`config.mk`:
```
export PLATFORM = sky130hd
export DESIGN_NAME = timer_cmd_sequencer
export DESIGN_NICKNAME = d
export VERILOG_FILES = /design/src/rtl/timer_pkg.sv /design/src/rtl/timer_cmd_sequencer_apb_master_xfer.sv /design/src/rtl/timer_cmd_sequencer.sv
export SDC_FILE = /design/constraint.sdc
export NUM_CORES = 1
export LEC_CHECK = 0
export CAP_MARGIN = 10
export CORE_ASPECT_RATIO = 1.2
export CORE_MARGIN = 3
export CORE_UTILIZATION = 54
export DETAILED_ROUTE_END_ITERATION = 8
export PLACE_DENSITY = 0.89
export RECOVER_POWER = 100
export SYNTH_ARGS = -nofsm -noshare
export SYNTH_HDL_FRONTEND = slang
export SYNTH_SLANG_ARGS = --single-unit
```
`constraint.sdc`:
```
create_clock -name PCLK -period 5.1 [get_ports PCLK]
set_clock_uncertainty 0.15 [all_clocks]
set_input_delay 1.275 -clock PCLK [delete_from_list [all_inputs] [get_ports PCLK]]
set_output_delay 1.275 -clock PCLK [all_outputs]
set_load 0.01 [all_outputs]
```
`src/rtl/timer_pkg.sv`:
```
// timer_pkg: register map, TCR/TSR bit positions, command opcodes and FSM states for the 8-bit timer
package timer_pkg;

    localparam logic [7:0] ADDR_TDR  = 8'h00;
    localparam logic [7:0] ADDR_TCR  = 8'h01;
    localparam logic [7:0] ADDR_TSR  = 8'h02;
    localparam logic [7:0] ADDR_TCNT = 8'h03;

    localparam int TCR_UPDW = 4;
    localparam int TCR_EN   = 5;
    localparam int TCR_LOAD = 7;
    localparam int TSR_OVF  = 0;
    localparam int TSR_UDF  = 1;

    typedef enum logic [2:0] {
        OP_START     = 3'd0,
        OP_PAUSE     = 3'd1,
        OP_RESUME    = 3'd2,
        OP_RELOAD    = 3'd3,
        OP_CLR_FLAGS = 3'd4,
        OP_READ_CNT  = 3'd5,
        OP_READ_STS  = 3'd6,
        OP_NOP       = 3'd7
    } cmd_op_t;

    typedef enum logic [1:0] {S_IDLE, S_SETUP, S_ACCESS} state_t;

    typedef enum logic [1:0] {Q_IDLE, Q_RUN, Q_DONE} seq_t;

    // Bit order matches Load bit7, En bit5, Up_Dw bit4, Cks[1:0].
    function automatic logic [7:0] tcr_word(input logic load, input logic en, input logic updw,
                                            input logic [1:0] cks);
        return {load, 1'b0, en, updw, 2'b00, cks};
    endfunction

endpackage

```
`src/rtl/timer_cmd_sequencer_apb_master_xfer.sv`:
```
// apb_master_xfer: one APB transfer (SETUP then ACCESS) with a PREADY timeout.
// A req on the completing edge chains the next transfer straight into SETUP.
module apb_master_xfer
    import timer_pkg::*;
#(
    parameter int ADDR_WIDTH     = 8,
    parameter int DATA_WIDTH     = 8,
    parameter int TIMEOUT_CYCLES = 16
) (
    input  logic                  PCLK,
    input  logic                  PRESET,
    input  logic                  req,
    input  logic [ADDR_WIDTH-1:0] addr,
    input  logic [DATA_WIDTH-1:0] wdata,
    input  logic                  write,
    output logic                  done,
    output logic                  err,
    output logic [DATA_WIDTH-1:0] rdata,
    output logic                  PSEL,
    output logic                  PENABLE,
    output logic                  PWRITE,
    output logic [ADDR_WIDTH-1:0] PADDR,
    output logic [DATA_WIDTH-1:0] PWDATA,
    input  logic [DATA_WIDTH-1:0] PRDATA,
    input  logic                  PREADY,
    input  logic                  PSLVERR
);

    localparam int CW = $clog2(TIMEOUT_CYCLES + 1);

    state_t        state, state_nxt;
    logic [CW-1:0] cnt;
    logic          tmo, take;

    assign tmo     = state == S_ACCESS && !PREADY && cnt == CW'(TIMEOUT_CYCLES - 1);
    assign done    = state == S_ACCESS && (PREADY || tmo);
    assign err     = state == S_ACCESS && (PREADY ? PSLVERR : tmo);
    assign take    = req && (state == S_IDLE || done);
    assign rdata   = PRDATA;
    assign PSEL    = state != S_IDLE;
    assign PENABLE = state == S_ACCESS;

    always_comb begin
        state_nxt = state == S_SETUP ? S_ACCESS :
                    take             ? S_SETUP  :
                    (state == S_ACCESS && !done) ? S_ACCESS : S_IDLE;
    end

    always_ff @(posedge PCLK) begin
        if (PRESET) begin
            state  <= S_IDLE;
            cnt    <= '0;
            PWRITE <= 1'b0;
            PADDR  <= '0;
            PWDATA <= '0;
        end else begin
            state <= state_nxt;
            cnt   <= (state == S_ACCESS && !PREADY) ? cnt + CW'(1) : '0;
            if (take) begin
                PWRITE <= write;
                PADDR  <= addr;
                PWDATA <= wdata;
            end
        end
    end

endmodule

```
`src/rtl/timer_cmd_sequencer.sv`:
```
// timer_cmd_sequencer: turns one timer command into its ordered list of APB transfers,
// keeping a shadow of TCR so pause/resume preserve direction and clock select.
module timer_cmd_sequencer
    import timer_pkg::*;
#(
    parameter int ADDR_WIDTH     = 8,
    parameter int DATA_WIDTH     = 8,
    parameter int TIMEOUT_CYCLES = 16
) (
    input  logic                  PCLK,
    input  logic                  PRESET,
    input  logic                  cmd_valid,
    output logic                  cmd_ready,
    input  logic [2:0]            cmd_op,
    input  logic [DATA_WIDTH-1:0] cmd_data,
    input  logic                  cmd_down,
    input  logic [1:0]            cmd_cks,
    output logic                  rsp_valid,
    output logic [DATA_WIDTH-1:0] rsp_data,
    output logic                  rsp_err,
    output logic                  busy,
    output logic [DATA_WIDTH-1:0] tcr_shadow,
    output logic                  PSEL,
    output logic                  PENABLE,
    output logic                  PWRITE,
    output logic [ADDR_WIDTH-1:0] PADDR,
    output logic [DATA_WIDTH-1:0] PWDATA,
    input  logic [DATA_WIDTH-1:0] PRDATA,
    input  logic                  PREADY,
    input  logic                  PSLVERR
);

    typedef struct packed {
        logic                  wr;
        logic                  last;
        logic [ADDR_WIDTH-1:0] addr;
        logic [DATA_WIDTH-1:0] wdata;
    } step_t;

    localparam logic [DATA_WIDTH-1:0] EN_M   = DATA_WIDTH'(1) << TCR_EN;
    localparam logic [DATA_WIDTH-1:0] LOAD_M = DATA_WIDTH'(1) << TCR_LOAD;

    function automatic step_t step_of(input cmd_op_t op, input logic [1:0] i,
                                      input logic [DATA_WIDTH-1:0] d, input logic dn,
                                      input logic [1:0] ck, input logic [DATA_WIDTH-1:0] sh);
        step_t s;
        s.wr    = 1'b1;
        s.last  = 1'b1;
        s.addr  = ADDR_WIDTH'(ADDR_TCR);
        s.wdata = sh;
        case (op)
            OP_START: begin
                s.last  = i != 2'd0;
                s.addr  = ADDR_WIDTH'(i == 2'd0 ? ADDR_TDR : ADDR_TCR);
                s.wdata = i == 2'd0 ? d : DATA_WIDTH'(tcr_word(1'b0, 1'b1, dn, ck));
            end
            OP_PAUSE:  s.wdata = sh & ~EN_M;
            OP_RESUME: s.wdata = sh | EN_M;
            // Load pulses 0->1->0 so the timer sees a rising edge on TCR.Load.
            OP_RELOAD: begin
                s.last  = i == 2'd2;
                s.addr  = ADDR_WIDTH'(i == 2'd0 ? ADDR_TDR : ADDR_TCR);
                s.wdata = i == 2'd0 ? d : i == 2'd1 ? (sh | LOAD_M) : (sh & ~LOAD_M);
            end
            OP_CLR_FLAGS: begin
                s.addr  = ADDR_WIDTH'(ADDR_TSR);
                s.wdata = d;
            end
            OP_READ_CNT: begin
                s.wr    = 1'b0;
                s.addr  = ADDR_WIDTH'(ADDR_TCNT);
                s.wdata = '0;
            end
            OP_READ_STS: begin
                s.wr    = 1'b0;
                s.addr  = ADDR_WIDTH'(ADDR_TSR);
                s.wdata = '0;
            end
            default: ;
        endcase
        return s;
    endfunction

    seq_t                  q, q_nxt;
    cmd_op_t               op_r;
    logic [DATA_WIDTH-1:0] data_r, rdat_r, rdata;
    logic                  down_r, last_r, err_r;
    logic [1:0]            cks_r, idx_r, idx_n;
    logic                  accept, start, done, err;
    step_t                 stp;

    assign cmd_ready = q == Q_IDLE;
    assign busy      = !cmd_ready;
    assign accept    = cmd_valid && cmd_ready;
    assign rsp_valid = q == Q_DONE;
    assign rsp_data  = rsp_valid ? rdat_r : '0;
    assign rsp_err   = rsp_valid && err_r;

    // Step 0 is built from the live command inputs so SETUP starts right after acceptance.
    assign idx_n = accept ? 2'd0 : idx_r + 2'd1;
    assign stp   = step_of(accept ? cmd_op_t'(cmd_op) : op_r, idx_n,
                           accept ? cmd_data : data_r, accept ? cmd_down : down_r,
                           accept ? cmd_cks : cks_r, tcr_shadow);
    assign start = accept ? cmd_op != OP_NOP : (q == Q_RUN && done && !err && !last_r);

    always_comb begin
        q_nxt = q == Q_DONE ? Q_IDLE :
                q == Q_IDLE ? (accept ? (start ? Q_RUN : Q_DONE) : Q_IDLE) :
                (done && (err || last_r)) ? Q_DONE : Q_RUN;
    end

    always_ff @(posedge PCLK) begin
        if (PRESET) begin
            q          <= Q_IDLE;
            op_r       <= OP_NOP;
            data_r     <= '0;
            down_r     <= 1'b0;
            cks_r      <= 2'b00;
            idx_r      <= 2'd0;
            last_r     <= 1'b0;
            err_r      <= 1'b0;
            rdat_r     <= '0;
            tcr_shadow <= '0;
        end else begin
            q <= q_nxt;
            if (accept) begin
                op_r   <= cmd_op_t'(cmd_op);
                data_r <= cmd_data;
                down_r <= cmd_down;
                cks_r  <= cmd_cks;
                err_r  <= 1'b0;
                rdat_r <= '0;
            end
            if (start) begin
                idx_r  <= idx_n;
                last_r <= stp.last;
            end
            if (q == Q_RUN && done) begin
                err_r <= err;
                if (!PWRITE && PREADY)
                    rdat_r <= rdata;
                if (!err && PWRITE && PADDR == ADDR_WIDTH'(ADDR_TCR))
                    tcr_shadow <= PWDATA;
            end
        end
    end

    apb_master_xfer #(
        .ADDR_WIDTH    (ADDR_WIDTH),
        .DATA_WIDTH    (DATA_WIDTH),
        .TIMEOUT_CYCLES(TIMEOUT_CYCLES)
    ) u_xfer (
        .PCLK   (PCLK),
        .PRESET (PRESET),
        .req    (start),
        .addr   (stp.addr),
        .wdata  (stp.wdata),
        .write  (stp.wr),
        .done   (done),
        .err    (err),
        .rdata  (rdata),
        .PSEL   (PSEL),
        .PENABLE(PENABLE),
        .PWRITE (PWRITE),
        .PADDR  (PADDR),
        .PWDATA (PWDATA),
        .PRDATA (PRDATA),
        .PREADY (PREADY),
        .PSLVERR(PSLVERR)
    );

endmodule

```
==> reports/metrics.cfg, run 1 <==
[finish]
fin_area_um2=3498
drive_above_1_share_pct=5.102
antennaDiodeCount=0
fin_nets=420
areaGrowthSynthToFinish_pct=22.04
fillers=429

[yosys]
yosysTopAreaCell=dfxtp_1
ys.warnings.count=0
ys_types=60
synth_edf_count=0
seq_area_frac_synth_pct=37.71
yosys_register_bits=54
synthCells=347
synth_ff_type=dfxtp_1
syn-cell-area_um2=2866
async_flop_share_pct=0
netlist_top_cells_area=dfxtp_1, mux2i_1, a21oi_1, nand2_1, nor2_1
yosysTopAreaCellShare_pct=37.71
syn_avg_cell_area_um2=8.261

[pwr]
total_power_uw=941.3
cellLeakagePower_nw=1.339
peakVddDrop_uv=190.9
p_per_area_nw_per_um2=269.1

[worst_setup_path]
timing.rr.end=tcr_shadow[6]$_SDFFE_PP0P_
ff2ff_setup_slack_ps=1910
timing_worst_setup_path_type=primary input to register
start_kind=primary input
worstPathArrival_ps=4130
required_ps=5200
cp_max_fo=13
worstReg2RegStart=u_xfer.cnt[0]$_SDFF_PP0_
endpoint_kind=register
r2r_cells=8

[place]
place_area_um2=3422
gp_congestion=0.8812
io_buffers=59
dp_hpwl_um=5431

[sta]
tns_ps=0
post-route-period-util_pct=79.15
period_needed_ps=4036
finalSetupViolCount=0
relSlewSlack_pct=-9.294
rsz0062_at_grt=no
slew_viol_final=23
worst_pin_slew_ps=1627
clock.fmax_mhz=247.7
final_hold_viol_count=0

[floorplanning]
core_area_um2=5045
fp.dieW_um=72.51
row_count=28
die_h_um=85.81
dieArea_um2=6222
initial_utilization_pct=56.82
pin_count=66

[clock_tree]
clk_latency_ps=310
cts_num_sinks=54
cts_tree=built
cts_root_buf=clkbuf_8
clk_pin_slew_ps=100
cts_inserted_buffers=5
htreeDepth=2
clockBufferDepth=2
hold_buffers=0
cts_setup_buffers=0
cts-resized-gates=0

[drt]
detail_route.drc_violations=0
wire_per_inst_um=16.63
drt_iter0_drc=178
route.vias.total=2703
drt_pre_antenna_iters=5
ant_nets=0
routed_wl_um=7517
viasPerCell=5.980

[worst_hold_path]
whs_path_depth=1
hp-class=register to register
worst_hold_path.endpoint=u_xfer.cnt[0]$_SDFF_PP0_
hp-start=u_xfer.cnt[0]$_SDFF_PP0_

[global_routing]
grt_pass1_vias=2604
grt_pass1_wl_um=12520
overflow=0
antenna_found_initial=0
grt_use_total_pct=25.30
grt_max_degree=36

[outcome]
status=complete, but fails checks
violations=max-capacitance violations, max-slew violations

[flow_run]
maxCapViolations=2

[Yosys cell counts (8+ instances only)]
| master | count |
|---|---|
| dfxtp_1 | 54 |
| nand2_1 | 35 |
| nor2_1 | 33 |
| a21oi_1 | 31 |
| mux2i_1 | 16 |
| nand3_1 | 16 |
| o21ai_0 | 15 |
| clkbuf_1 | 14 |
| and2_1 | 12 |
| inv_1 | 10 |
| a221oi_1 | 8 |
| nand2b_1 | 8 |
[flip-flops by register name (all words and copies together), names as in the netlist]
signal and flops:
last_r 1, u_xfer.PADDR 2, op_r 3, data_r 8, cks_r 2, u_xfer.cnt 5, idx_r 2, down_r 1
u_xfer.state 2, rdat_r 8, q 2, err_r 1, u_xfer.PWDATA 8, tcr_shadow 8, u_xfer.PWRITE 1
[report_power, final]
group          switching, mW  internal, mW
Clock                  0.150         0.150
Sequential            0.0201         0.442
Combinational         0.0997        0.0795
[layout make-up]
| cell class | count | area (µm²) | area share [%] |
|---|---|---|---|
| Clock buffer | 5 | 68.82 | 1.967 |
| Inverter | 11 | 41.29 | 1.180 |
| Tap cell | 60 | 75.07 | 2.146 |
| Sequential cell | 54 | 1081 | 30.90 |
| Multi-Input combinational cell | 258 | 1583 | 45.24 |
| Clock inverter | 3 | 47.55 | 1.359 |
| Timing Repair Buffer | 61 | 601.8 | 17.20 |
[kinds of logic (layout without fill, tap and decap cells)]
kind of cell | after synthesis | after routing | share of synthesized area, %
compound gates | 87 | 87 | 20.69
simple gates | 140 | 140 | 25.67
mux | 21 | 21 | 7.682
flops | 54 | 54 | 37.71
xor+xnor | 2 | 2 | 0.6112
buf+inv | 40 | 80 | 6.635
fa+ha+maj | 2 | 2 | 0.8728
other cells | 1 | 6 | 0.1308
[per-stage QoR]
| stage | worst slack (ps) | hold slack [ps] | utilization [%] | instances |
|---|---|---|---|---|
| 2_1_floorplan | 2314 | 267.5 | - | 352 |
| 3_3_place_gp | 1353 | 282.2 | 67.83 | 444 |
| 3_5_place_dp | 1290 | 289.5 | 67.83 | 444 |
| 4_1_cts | 1641 | 306.5 | 70.14 | 452 |
| 5_1_grt | 796.8 | 330.3 | 69.35 | 452 |
| 6_report | 1064 | 300.1 | 69.35 | 452 |
[worst max-delay path, stage by stage]
cell and delay [ps]:
dlygate4sd3_1 640, nor3b_2 290, a32oi_1 270, a211oi_1 1260
nand4_1 200, a21oi_1 190
[worst max path at each step]
stage,start,end,cells past startpoint
after detailed placement,cmd_valid,u_xfer.PWDATA[5]$_SDFFE_PP0P_,6
final,PREADY,u_xfer.PWDATA[5]$_SDFFE_PP0P_,6
after CTS,cmd_valid,u_xfer.PWDATA[5]$_SDFFE_PP0P_,6
after global placement,cmd_valid,u_xfer.PWDATA[5]$_SDFFE_PP0P_,6
after floorplan,cmd_valid,u_xfer.PWDATA[5]$_SDFFE_PP0P_,6
after global routing,PREADY,u_xfer.PWDATA[5]$_SDFFE_PP0P_,6
[cells in the final DEF (no fill, tap or decap), types with 3 or more instances in the layout]
master / netlist / layout
a21oi_1: 31 / 31
a221oi_1: 8 / 8
a31oi_1: 5 / 5
a32oi_1: 3 / 4
and2_0: 0 / 7
and2_1: 12 / 5
and3_1: 3 / 3
clkbuf_8: 0 / 5
clkdlybuf4s50_1: 0 / 30
conb_1: 1 / 6
dfxtp_1: 54 / 54
dlygate4sd3_1: 0 / 29
inv_1: 10 / 11
mux2i_1: 16 / 16
nand2_1: 35 / 35
nand2b_1: 8 / 8
nand3_1: 16 / 16
nand3b_1: 5 / 5
nor2_1: 33 / 33
nor2b_1: 4 / 4
nor3_1: 3 / 4
nor3b_1: 4 / 4
o211ai_1: 4 / 4
o21ai_0: 15 / 15
o2bb2ai_1: 3 / 3
or3_1: 3 / 3
[routing by layer]
layer / track usage [%] / vias to the layer above / share of wire, %
met3: 5.041 / 17 / 6.2
met1: 29.36 / 1261 / 39
li1: - / 1309 / -
met5: 0 / - / 0
met2: 45.40 / 116 / 52
met4: 9.228 / 0 / 2.5
No activity file was read; power rests on OpenSTA's default activity.
==> run 2: changes to the inputs <==
CORE_UTILIZATION = 50   (was 54)
PLACE_DENSITY = 0.84   (was 0.89)
clock period = 4 ns   (was 5.1 ns; I/O delays follow)
==> reports/metrics.cfg, run 2 (synthesis gave the netlist of run 1 again) <==
[flow_run]
maxCapViolations=0

[place]
io_buffers=59
gp_congestion=0.8808
dp_hpwl_um=5282
placedCellCount=450

[sta]
post-route-period-util_pct=84.47
tns_ps=0
rsz0062_at_grt=no
slew_viol_final=0
worst_pin_slew_ps=955.9
relSlewSlack_pct=35.92
period_needed_ps=3379
final_hold_viol_count=0
finalSetupViolCount=0
clock.fmax_mhz=296.0

[finish]
fillers=512
final_util_pct=65.42
fin_nets=424
final_cell_mix=dfxtp_1, nand2_1, nor2_1
antennaDiodeCount=0
drive_above_1_share_pct=6.061
fin_cells=458
areaGrowthSynthToFinish_pct=23.40
final_common_cell=dfxtp_1

[clock_tree]
hold_buffers=0
cts-resized-gates=0
cts_root_buf=clkbuf_8
clk_latency_ps=300
cts_num_sinks=54
cts_setup_buffers=0
htreeDepth=2
cts_inserted_buffers=5
cts_tree=built
clockBufferDepth=2
clk_pin_slew_ps=100

[global_routing]
overflow=0
grt_use_total_pct=22.30
grt_pass1_vias=2553
antenna_found_initial=0
grt_pass1_wl_um=11840
grt_max_degree=35

[pwr]
peakVddDrop_uv=177.4
p_per_area_nw_per_um2=341.8
total_power_mw=1.209
cellLeakagePower_nw=1.364

[floorplanning]
pin_count=66
dieArea_um2=6682
core_area_um2=5406
initial_utilization_pct=53.02
die_h_um=88.95
fp.dieW_um=75.12
row_count=29

[worst_setup_path]
required_ps=4040
cp_max_fo=34
worstPathArrival_ps=3420
start_kind=primary input
endpoint_kind=register
timing_worst_setup_path_type=primary input to register

[drt]
wire_per_inst_um=15.98
drt_iter0_drc=189
routed_wl_um=7317
viasPerCell=5.952
drt_pre_antenna_iters=4
detail_route.drc_violations=0
ant_nets=0
route.vias.total=2726

[worst_hold_path]
hp-class=register to register

[outcome]
status=completed

==> run 2: worst max-delay path, stage by stage <==
cell	delay [ps]
clkdlybuf4s50_1	480
nor3b_1	550
buf_4	450
mux2i_1	350
inv_1	80
a221oi_1	360
a21oi_1	130
==> run 2: through the flow <==
step / hold WS (ps) / worst slack (ps) / area, µm²
after floorplan: 267.5 / 1489 / 2885
after global placement: 278.6 / 625.6 / 3455
after detailed placement: 303.8 / 531.5 / 3455
after CTS: 317.6 / 830.6 / 3576
after global routing: 334.2 / 412.1 / 3537
final: 315.7 / 621.1 / 3537
==> run 2: worst paths after layout <==
path / from / end / cells after the start / slack (ps)
max reg2reg: u_xfer.cnt[0]$_SDFF_PP0_ / tcr_shadow[4]$_SDFFE_PP0P_ / 8 / 1340
min: u_xfer.cnt[0]$_SDFF_PP0_ / u_xfer.cnt[0]$_SDFF_PP0_ / 1 / 320
min reg2reg: u_xfer.cnt[0]$_SDFF_PP0_ / u_xfer.cnt[0]$_SDFF_PP0_ / 1 / 320
max: cmd_valid / u_xfer.PWDATA[1]$_SDFFE_PP0P_ / 7 / 620
==> run 2: where the power goes <==
group / internal [mW] / leakage, nW / switching (mW)
combinational: 0.104 / 0.862 / 0.127
clock: 0.206 / 0.0618 / 0.185
sequential: 0.563 / 0.440 / 0.0249
==> run 2: layout make-up <==
cell class                      count  area [µm²]  share of cell area [%]
Clock buffer                        6       82.58                   2.335
Tap cell                           62       77.57                   2.193
Sequential cell                    54        1081                   30.56
Inverter                           11       41.29                   1.167
Timing Repair Buffer               65       628.1                   17.76
Clock inverter                      2       38.79                   1.097
Multi-Input combinational cell    258        1588                   44.89
==> run 2: layer usage <==
layer	GRT usage, %	up-vias	wire length, µm
li1	-	1312	-
met3	3.825	16	410
met2	39.22	95	3603
met1	28.18	1303	3170
met5	0	-	0
met4	5.178	0	133
==> run 3: changes to the inputs <==
clock period = 3.3 ns   (was 4 ns; I/O delays follow)
==> reports/metrics.cfg, run 3 (synthesis gave the netlist of run 1 again) <==
[floorplanning]
core_area_um2=5406
die_h_um=88.95
initial_utilization_pct=53.02
dieArea_um2=6682
fp.dieW_um=75.12
pin_count=66
row_count=29

[drt]
viasPerCell=5.816
detail_route.drc_violations=0
wire_per_inst_um=15.56
ant_nets=0
drt_pre_antenna_iters=4
drt_iter0_drc=127
route.vias.total=2693
routed_wl_um=7202

[clock_tree]
cts_inserted_buffers=5
hold_buffers=0
htreeDepth=2
cts_tree=built
clk_latency_ps=310
clk_pin_slew_ps=100
clockBufferDepth=2
cts_setup_buffers=0
cts_num_sinks=54
cts_root_buf=clkbuf_8
cts-resized-gates=0

[sta]
rsz0062_at_grt=no
final_hold_viol_count=0
finalSetupViolCount=0
slew_viol_final=0
post-route-period-util_pct=90.71
clock.fmax_mhz=334.1
relSlewSlack_pct=23.18
worst_pin_slew_ps=1152
tns_ps=0
period_needed_ps=2993

[worst_setup_path]
required_ps=2320
max_stage_delay_ps=600
worstPathArrival_ps=2020
r2r_cells=9
crit_chain=nor2b_1 -> and2_1 -> dlygate4sd3_1
start_kind=register
slowest_stage=dlygate4sd3_1
cp_max_fo=10
timing_worst_setup_path_type=register to primary output
endpoint_kind=primary output

[finish]
fillers=485
fin_nets=429
areaGrowthSynthToFinish_pct=24.01
final_util_pct=65.75
final_common_cell=dfxtp_1
final_cell_mix=dfxtp_1, nand2_1, nor2_1
antennaDiodeCount=0
drive_above_1_share_pct=6.983

[outcome]
status=completed

[global_routing]
grt_pass1_wl_um=12150
antenna_found_initial=0
overflow=0
grt_use_total_pct=23.15
grt_max_degree=24
grt_pass1_vias=2673

[flow_run]
maxCapViolations=0

[worst_hold_path]
hp-class=register to register
whs_path_depth=1

[pwr]
cellLeakagePower_nw=1.358
peakVddDrop_uv=316.5
p_per_area_nw_per_um2=387.9

[place]
gp_congestion=0.9306
dp_hpwl_um=5305
io_buffers=59

==> run 3: final cells by class <==
cell class / instances / area, µm² / share of cell area, %
timing repair buffer: 70 / 658.1 / 18.51
sequential: 54 / 1081 / 30.41
clock inverter: 3 / 23.77 / 0.6688
multi-input combinational: 258 / 1604 / 45.12
clock buffer: 5 / 68.82 / 1.936
inverter: 11 / 41.29 / 1.162
tap: 62 / 77.57 / 2.182
==> run 3: path summary, 6_finish.rpt <==
check | from | endpoint | slack, ps
max | q[1]$_SDFF_PP0_ | rsp_data[1] | 310
min | u_xfer.cnt[0]$_SDFF_PP0_ | u_xfer.cnt[0]$_SDFF_PP0_ | 320
max reg2reg | u_xfer.cnt[0]$_SDFF_PP0_ | tcr_shadow[4]$_SDFFE_PP0P_ | 650
min reg2reg | u_xfer.cnt[0]$_SDFF_PP0_ | u_xfer.cnt[0]$_SDFF_PP0_ | 320
==> run 3: layer usage <==
metal / global-route usage, % / up-vias / routed length (µm)
li1: - / 1323 / -
met1: 27.63 / 1261 / 3014
met2: 40.97 / 93 / 3589
met3: 3.825 / 16 / 427
met4: 8.900 / 0 / 171
met5: 0 / - / 0
==> run 3: critical path, delay by kind of cell (launching register included) <==
kind	cells	cell delay, ps
simple gates	2	670
flops	1	440
buf+inv	1	600
==> run 3: per-stage QoR <==
stage / hold slack [ps] / cells / area [µm²] / total power, mW / worst slack, ps
3_5_place_dp: 304.8 / 455 / 3492 / 1.024 / 77.79
6_report: 315.4 / 463 / 3555 / 1.379 / 306.5
2_1_floorplan: 267.5 / 352 / 2885 / 0.9077 / 964.0
3_3_place_gp: 279.6 / 455 / 3492 / 1.017 / 157.0
5_1_grt: 337.1 / 463 / 3555 / 1.445 / 143.3
4_1_cts: 319.7 / 463 / 3585 / 1.398 / 314.7
==> run 3: where the power goes <==
part,switching (mW),leakage [nW],internal (mW)
Combinational,0.153,0.877,0.129
Sequential,0.0312,0.440,0.683
Clock,0.231,0.0408,0.152
